<file path="config.mk">
export PLATFORM = sky130hd
export DESIGN_NAME = bus_arbiter_rr
export DESIGN_NICKNAME = d
export VERILOG_FILES = /design/src/rtl/bus_arbiter_rr.sv
export SDC_FILE = /design/constraint.sdc
export NUM_CORES = 1
export LEC_CHECK = 0
export ABC_CLOCK_PERIOD_IN_PS = 2800
export BUFFER_PORTS_ARGS = -buffer_cell sky130_fd_sc_hd__buf_2
export CORE_ASPECT_RATIO = 1.2
export CORE_MARGIN = 2
export CORE_UTILIZATION = 43
export CTS_CLUSTER_SIZE = 14
export DETAILED_ROUTE_END_ITERATION = 10
export GPL_TIMING_DRIVEN = 0
export PLACE_DENSITY = 0.62
export SYNTH_ARGS = -nofsm -noshare
export SYNTH_HDL_FRONTEND = slang
export SYNTH_SLANG_ARGS = --single-unit
export TNS_END_PERCENT = 30
</file>
<file path="constraint.sdc">
create_clock -name clk -period 2.8 [get_ports clk]
set_input_delay 0.42 -clock clk [delete_from_list [all_inputs] [get_ports clk]]
set_output_delay 0.42 -clock clk [all_outputs]
set_load 0.05 [all_outputs]
</file>
<file path="src/rtl/bus_arbiter_rr.sv">
// Shared-bus arbiter: grants one of NUM_M active-low requesters using fixed
// priority or round-robin, with an optional hold limit that evicts a hogging owner.
module bus_arbiter_rr #(
  parameter int unsigned NUM_M    = 4,
  parameter int unsigned RR_MODE  = 1,
  parameter int unsigned MAX_HOLD = 16,
  parameter int unsigned OWN_W    = 2
) (
  input  logic             clk,
  input  logic             reset,
  input  logic [NUM_M-1:0] req_,
  output logic [NUM_M-1:0] grnt_,
  output logic [OWN_W-1:0] owner,
  output logic             owner_vld,
  output logic             preempt
);

  localparam int unsigned HOLD_W = $clog2(MAX_HOLD) + 1;
  localparam logic [HOLD_W-1:0] HOLD_LAST =
    (MAX_HOLD == 0) ? '0 : HOLD_W'(MAX_HOLD - 1);

  typedef enum logic [1:0] {
    ST_IDLE,
    ST_OWNED,
    ST_RELEASE
  } state_t;

  state_t             r_state;
  logic [NUM_M-1:0]   r_grnt;
  logic [OWN_W-1:0]   r_owner;
  logic [OWN_W-1:0]   r_last;
  logic               r_vld;
  logic               r_preempt;
  logic [HOLD_W-1:0]  r_hold;

  logic [NUM_M-1:0]   w_pend;
  logic [NUM_M-1:0]   w_own_oh;
  logic [NUM_M-1:0]   w_others;
  logic [OWN_W-1:0]   w_win_idle;
  logic [OWN_W-1:0]   w_win_hand;
  logic [OWN_W-1:0]   w_win_rel;

  // Winner over a candidate mask: lowest index, or first index after base (wrapping).
  function automatic logic [OWN_W-1:0] pick(input logic [NUM_M-1:0] cand,
                                            input logic [OWN_W-1:0] base);
    logic [OWN_W-1:0] win;
    logic             found;
    int unsigned      idx;
    win   = '0;
    found = 1'b0;
    if (RR_MODE != 0) begin
      for (int unsigned i = 1; i <= NUM_M; i++) begin
        idx = (32'(base) + i) % NUM_M;
        if (!found && cand[OWN_W'(idx)]) begin
          win   = OWN_W'(idx);
          found = 1'b1;
        end
      end
    end else begin
      for (int unsigned i = 0; i < NUM_M; i++) begin
        if (!found && cand[OWN_W'(i)]) begin
          win   = OWN_W'(i);
          found = 1'b1;
        end
      end
    end
    return win;
  endfunction

  function automatic logic [NUM_M-1:0] grant_of(input logic [OWN_W-1:0] idx);
    return ~(NUM_M'(1) << idx);
  endfunction

  always_comb begin
    w_pend     = ~req_;
    w_own_oh   = NUM_M'(1) << r_owner;
    w_others   = w_pend & ~w_own_oh;
    w_win_idle = pick(w_pend, r_last);
    w_win_hand = pick(w_pend, r_owner);
    w_win_rel  = pick(w_others, r_owner);
  end

  always_ff @(posedge clk or posedge reset) begin
    if (reset) begin
      r_state   <= ST_IDLE;
      r_grnt    <= '1;
      r_owner   <= '0;
      r_last    <= OWN_W'(NUM_M - 1);
      r_vld     <= 1'b0;
      r_preempt <= 1'b0;
      r_hold    <= '0;
    end else begin
      r_preempt <= 1'b0;
      case (r_state)
        ST_IDLE: begin
          if (|w_pend) begin
            r_grnt  <= grant_of(w_win_idle);
            r_owner <= w_win_idle;
            r_vld   <= 1'b1;
            r_hold  <= '0;
            r_state <= ST_OWNED;
          end
        end

        ST_OWNED: begin
          if (!w_pend[r_owner]) begin
            // Voluntary release takes precedence over hold-limit expiry.
            r_last <= r_owner;
            r_hold <= '0;
            if (|w_pend) begin
              r_grnt  <= grant_of(w_win_hand);
              r_owner <= w_win_hand;
            end else begin
              r_grnt  <= '1;
              r_vld   <= 1'b0;
              r_state <= ST_IDLE;
            end
          end else if (MAX_HOLD != 0 && r_hold == HOLD_LAST && |w_others) begin
            r_grnt    <= '1;
            r_vld     <= 1'b0;
            r_preempt <= 1'b1;
            r_last    <= r_owner;
            r_hold    <= '0;
            r_state   <= ST_RELEASE;
          end else if (MAX_HOLD != 0 && r_hold != HOLD_LAST) begin
            r_hold <= r_hold + HOLD_W'(1);
          end
        end

        ST_RELEASE: begin
          r_hold <= '0;
          if (|w_others) begin
            r_grnt  <= grant_of(w_win_rel);
            r_owner <= w_win_rel;
            r_vld   <= 1'b1;
            r_state <= ST_OWNED;
          end else if (|w_pend) begin
            r_grnt  <= grant_of(w_win_hand);
            r_owner <= w_win_hand;
            r_vld   <= 1'b1;
            r_state <= ST_OWNED;
          end else begin
            r_state <= ST_IDLE;
          end
        end

        default: begin
          r_grnt  <= '1;
          r_vld   <= 1'b0;
          r_state <= ST_IDLE;
        end
      endcase
    end
  end

  assign grnt_     = r_grnt;
  assign owner     = r_owner;
  assign owner_vld = r_vld;
  assign preempt   = r_preempt;

endmodule
</file>
==> results of run 1 <==
==> placed cells by master, fill, tap and decap left out, drive strengths merged, types with 5 or more instances in the layout <==
master  instances
a21oi          10
buf            32
clkbuf          6
dfrtp          11
dfstp           6
ha              9
inv             7
nand2          25
nand2b          6
nand3          11
nor2           19
o21ai          18
or3             5
==> layout make-up <==
cell class              count  area [µm²]  share of cell area, %
plain buffers              14       97.59                  4.559
clock buffers               4       45.04                  2.104
inverters                   9       41.29                  1.929
multi-input cells         187        1334                  62.30
flip-flops and latches     17       435.4                  20.34
well taps                  56       70.07                  3.273
repair buffers             20       117.6                  5.494
==> per-layer routing <==
metal  routed length, µm  part of all wire [%]
met4                 147                   3.0
met2                2336                    48
met5                   0                     0
met1                2253                    46
met3                 140                   2.9
==> worst paths after layout <==
check                                           start                     end  cells after the start
worst max-delay path             owner[1]$_DFFE_PP0P_    grnt_[0]$_DFFE_PP1P_                     11
worst min-delay path                            reset  r_state[0]$_DFFE_PP0P_                      2
worst max register to register   owner[1]$_DFFE_PP0P_    grnt_[0]$_DFFE_PP1P_                     11
worst min register to register  r_last[0]$_DFFE_PP1P_   r_last[0]$_DFFE_PP1P_                      2
max in group asynchronous                       reset    owner[0]$_DFFE_PP0P_                      2
min in group clk                r_last[0]$_DFFE_PP1P_   r_last[0]$_DFFE_PP1P_                      2
==> state kept, by name, indices dropped and copies added, names as in the netlist <==
register	flops
r_hold	5
owner	2
preempt	1
r_state	2
owner_vld	1
grnt_	4
r_last	2
==> critical path, stage by stage (launching register included) <==
cell and delay (ns):
dfrtp_2 0.43, buf_6 0.17, clkinvlp_4 0.17, ha_4 0.27, clkbuf_2 0.19, nor3b_1 0.18
o311ai_1 0.28, nand4_1 0.12, buf_4 0.18, o21ai_1 0.12, a311oi_1 0.05, or3_1 0.39
==> what timing repair did <==
| item | CTS | global route |
|---|---|---|
| gates resized for setup | 5 | 3 |
| buffers inserted | 1 | 6 |
| gates cloned | 0 | 0 |
| setup endpoints to repair | 5 | 5 |
| pin swaps | 1 | 0 |
==> kinds of logic (layout without fill, tap and decap cells) <==
group	Yosys count	count (layout)	synth area share (%)
buffers and inverters	23	47	6.618
and+or+nand+nor	93	93	26.07
adders and majority gates	9	9	6.016
DFF	17	17	23.13
muxes	9	9	7.554
AOI/OAI and AO/OA	76	76	30.62
==> stage by stage <==
| step | area, µm² | TNS (ns) | utilization, % |
|---|---|---|---|
| 4_1_cts | 2088 | 0 | 49.38 |
| 5_1_grt | 2141 | 0 | 50.62 |
| 2_1_floorplan | 1874 | 0 | - |
| 6_report | 2141 | 0 | 50.62 |
| 3_3_place_gp | 2009 | -0.8853 | 47.51 |
| 3_5_place_dp | 2009 | -0.6428 | 47.51 |
==> power by group <==
part | switching (mW) | total (mW) | internal, mW | leakage (nW)
clock | 0.0870 | 0.188 | 0.101 | 0.0228
sequential | 0.0856 | 0.460 | 0.374 | 0.204
combinational | 1.24 | 2.09 | 0.848 | 0.674
==> results_dict.tcl, run 1 <==
set metrics [dict create \
    areaGrowthSynthToFinish_pct 14.37 \
    path_clk_slew_ns 0.07 \
    power.density_mw_per_mm2 1280 \
    finClkSkew_ns 0.001184 \
    yosysTopAreaCellShare_pct 14.71 \
    grt_pass1_wl_um 8073 \
    cts_root_buffer "clkbuf_8" \
    crit_type "reg2reg" \
    via_per_inst 5.847 \
    async_flop_share_pct 100.0 \
    synth_edf_count 0 \
    period_share_pct 94.00 \
    cts_hold_buf 0 \
    core_mm2 0.004229 \
    status "finished, final reports clean" \
    cp.arrival_ns 2.81 \
    worst_slack_ns 0.1679 \
    yosysSeqAreaShare_pct 23.13 \
    yosysTopAreaCell "dfrtp_1" \
    yosys_warnings 0 \
    post_drt_wl_per_cell_um 15.89 \
    first_pass_iters 4 \
    port_buffers 13 \
    synthTopCellsByArea "dfrtp_1 (15%), dfstp_2 (8.4%), ha_1 (6.0%), mux4_2 (4.8%), nand2_1 (4.8%)" \
    routed_wl_um 4878 \
    grt_pass1_vias 1684 \
    stdcell_count 307 \
    grt-ovfl-total 0 \
    met2_usage_pct 33.23 \
    met1_usage_pct 27.26 \
    cts_buffer_depth 2 \
    insertion_delay_ns 0.25 \
    maxSlewViolCount 0 \
    synth.most_common_cell "nand2_1" \
    die_x_um 64.23 \
    gp_congestion 0.8878 \
    cts_buffers 3 \
    ios 14 \
    antenna_found_initial 0 \
    first_iter_violations 143 \
    ys.flop_type "dfrtp_1" \
    syn_inst 227 \
    min_period_ns 2.632 \
    drv_cap 0 \
    final_nets 267 \
    drc 0 \
    crit_required_ns 2.98 \
    rsz0062_at_grt "no" \
    met3_usage_pct 1.773 \
    placedCellCount 296 \
    num-fill-cells 415 \
    clock.fmax_mhz 379.9 \
    p_leak_nw 0.9012 \
    grt_max_degree 18 \
    ys_ff_latch 17 \
    ff2ff_setup_slack_ns 0.17 \
    yosys-top-cells-count "nand2_1 (24), nor2_1 (19), o21ai_0 (14)" \
    peakVddDrop_v 0.0005121 \
    cp-end-kind "flop" \
    critPathMaxFanout 10 \
    vias 1795 \
    track_usage_pct 20.39 \
    finalPower_mw 2.740 \
    start_kind "flop" \
    hpwl_um 3665 \
    placementRows 26 \
    drive_gt1_share_pct 27.09 \
    worst_slew_pin_slew_ns 0.6790 \
    holdWs_ns 0.2584 \
    cts.sinks 17 \
    netlist_area_mm2 0.001872 \
    cts_max_level 1 \
    die_h_um 76.28 \
    antenna_cells 0 \
    initial_core_util_pct 44.26 \
    syn_area_per_cell_um2 8.246 \
    relSlewSlack_pct 54.68 \
    busiest_layer "met2" \
    setup_violations 0 \
    hold_path.class "in2async" \
    hold_viol 0 \
    syn-num-nets 242 \
    place_ws_ns -0.2391 \
    ant_nets 0 \
    cts_tree "built" \
    yosysUniqueCellTypes 69 \
    die_area_mm2 0.004899 \
]
Power figures use the tool's default switching activity.
==> run 2, diff against run 1 <==
BUFFER_PORTS_ARGS = -buffer_cell sky130_fd_sc_hd__buf_4   (was -buffer_cell sky130_fd_sc_hd__buf_2)
==> run 2 against run 1 <==
Compared with the run above:
- sequential share of layout area down 0.32 points
- utilization up 0.80 points
- die area unchanged
- register-to-register slack worse by 0.04 ns
- sequential cell count unchanged
- maximum frequency down 1.4%
- largest cell class unchanged
==> results_dict.tcl, run 2 (same netlist as run 1, synthesis figures left out) <==
set metrics [dict create \
    status "finished, final reports clean" \
    crit_required_ns 2.98 \
    cp-end-kind "flop" \
    crit_path_start "owner[1]$_DFFE_PP0P_" \
    sw_frac_of_total_pct 51.29 \
    period_share_pct 95.31 \
    routed_wl_um 4936 \
    pwr-share-clk_pct 6.7 \
    antenna_found_initial 0 \
    crit_chain "buf_6 -> clkinvlp_4 -> ha_4 -> clkbuf_2 -> nor3b_1 -> o311ai_1 -> nand4_1 -> buf_4 -> o21ai_1 -> a311oi_1 -> or3_1" \
    gp_congestion 0.9330 \
    placementRows 26 \
    insertion_delay_ns 0.25 \
    post_drt_wl_per_cell_um 16.18 \
    cts.sinks 17 \
    ff2ff_setup_slack_ns 0.13 \
    layout_commonest_cell "nand2_1" \
    tns_ns 0 \
    finClkSkew_ns 0.001969 \
    finalPower_mw 2.772 \
    areaGrowthSynthToFinish_pct 16.18 \
    worst_slack_ns 0.1313 \
    drc 0 \
    hold_path.class "in2async" \
    cts_root_buffer "clkbuf_8" \
    relSlewSlack_pct 55.08 \
    setup_violations 0 \
    multi_input_area_mm2 0.001350 \
    power.net_switching_mw 1.422 \
    r2r_cells 11 \
    drv_cap 0 \
    r2r_start "owner[1]$_DFFE_PP0P_" \
    final_nets 265 \
    initial_core_util_pct 44.26 \
    power.density_mw_per_mm2 1275 \
    first_pass_iters 4 \
    place_ws_ns -0.2551 \
    ios 14 \
    path_clk_slew_ns 0.07 \
    r2r_end "grnt_[0]$_DFFE_PP1P_" \
    die_area_mm2 0.004899 \
    core_mm2 0.004229 \
    grt_pass1_wl_um 8480 \
    port_buffers 13 \
    grt-ovfl-total 0 \
    grt_pass1_vias 1785 \
    antenna_cells 0 \
    worst_slew_pin_slew_ns 0.6731 \
    num-fill-cells 440 \
    cp.arrival_ns 2.84 \
    critical-path-slowest-cell "dfrtp_2" \
    cts_hold_buf 0 \
    largest_register "r_hold" \
    cts_max_level 1 \
    p_int_mw 1.350 \
    grt_max_degree 18 \
    holdWs_ns 0.2699 \
    cp_slowest_stage_delay_ns 0.45 \
    hold_viol 0 \
    first_iter_violations 131 \
    cts_buffers 3 \
    final_cell_mix "nand2_1 (24), buf_4 (22), nor2_1 (19)" \
    pwr-share-comb_pct 76.2 \
    peakVddDrop_v 0.0005634 \
    die_h_um 76.28 \
    start_kind "flop" \
    fin_util_pct 51.42 \
    min_period_ns 2.669 \
    cts_tree "built" \
    hpwl_um 3708 \
    critPathMaxFanout 10 \
    seqCellArea_um2 435.4 \
    vias 1839 \
    drive_gt1_share_pct 27.31 \
    maxSlewViolCount 0 \
    seqPwrFrac_pct 17.1 \
    ant_nets 0 \
    cts_buffer_depth 2 \
    via_per_inst 6.030 \
    p_leak_nw 0.9050 \
    die_x_um 64.23 \
    crit_type "reg2reg" \
    clock.fmax_mhz 374.7 \
    track_usage_pct 21.38 \
    largest_register_ffs 5 \
]
-- run 2: changes by cell type in the layout (fill, tap and decap cells not counted), sizes merged --
cell and change:
buf -2
-- run 2: how the worst max path moves through the flow --
stage,end,slack [ns],depth (start not counted)
floorplan,grnt_[0]$_DFFE_PP1P_,0.09,10
global placement,grnt_[0]$_DFFE_PP1P_,-0.28,10
detailed placement,grnt_[0]$_DFFE_PP1P_,-0.26,10
CTS,grnt_[0]$_DFFE_PP1P_,0.008,11
global route,grnt_[0]$_DFFE_PP1P_,-0.003,11
finish,grnt_[0]$_DFFE_PP1P_,0.13,11
-- run 2: metal layers --
| metal | up-vias | global-route usage, % | wire [µm] | part of all wire, % |
|---|---|---|---|---|
| li1 | 896 | - | - | - |
| met1 | 891 | 28.34 | 2194 | 44 |
| met2 | 42 | 36.35 | 2494 | 51 |
| met3 | 10 | 1.773 | 144 | 2.9 |
| met4 | 0 | 7.234 | 102 | 2.1 |
| met5 | - | 0 | 0 | 0 |
-- run 2: critical path, delay by kind of cell, from the launching register on --
family / cells / cell delay, ns
flip-flops: 1 / 0.45
AND/OR/NAND/NOR: 3 / 0.68
AO/OA/AOI/OAI: 3 / 0.46
adder cells (fa/ha/maj): 1 / 0.28
buffers and inverters: 4 / 0.72
-- run 2: layout make-up --
cell class	instances	share of cell area [%]
well taps	56	3.222
multi-input cells	187	62.08
clock buffers	4	2.071
inverters	9	1.899
plain buffers	14	4.488
flip-flops and latches	17	20.02
repair buffers	18	6.214
-- run 2: timing repair --
item,CTS,global route
setup buffers,1,4
setup endpoints to repair,5,5
resized for setup,6,6
pin swaps,1,0
-- run 2: power by group through the flow --
stage          clock network, mW  logic [mW]  registers [mW]
2_1_floorplan                  0        1.33           0.645
3_5_place_dp                   0        1.94           0.474
3_3_place_gp                   0        1.95           0.471
4_1_cts                    0.188        2.03           0.471
5_1_grt                    0.198        2.32           0.490
6_report                   0.186        2.11           0.474
-- run 2: per-stage QoR --
| stage | std cells | cell area (µm²) |
|---|---|---|
| 2_1_floorplan | 227 | 1874 |
| 3_3_place_gp | 296 | 2042 |
| 3_5_place_dp | 296 | 2042 |
| 4_1_cts | 301 | 2125 |
| 5_1_grt | 305 | 2175 |
| 6_report | 305 | 2175 |
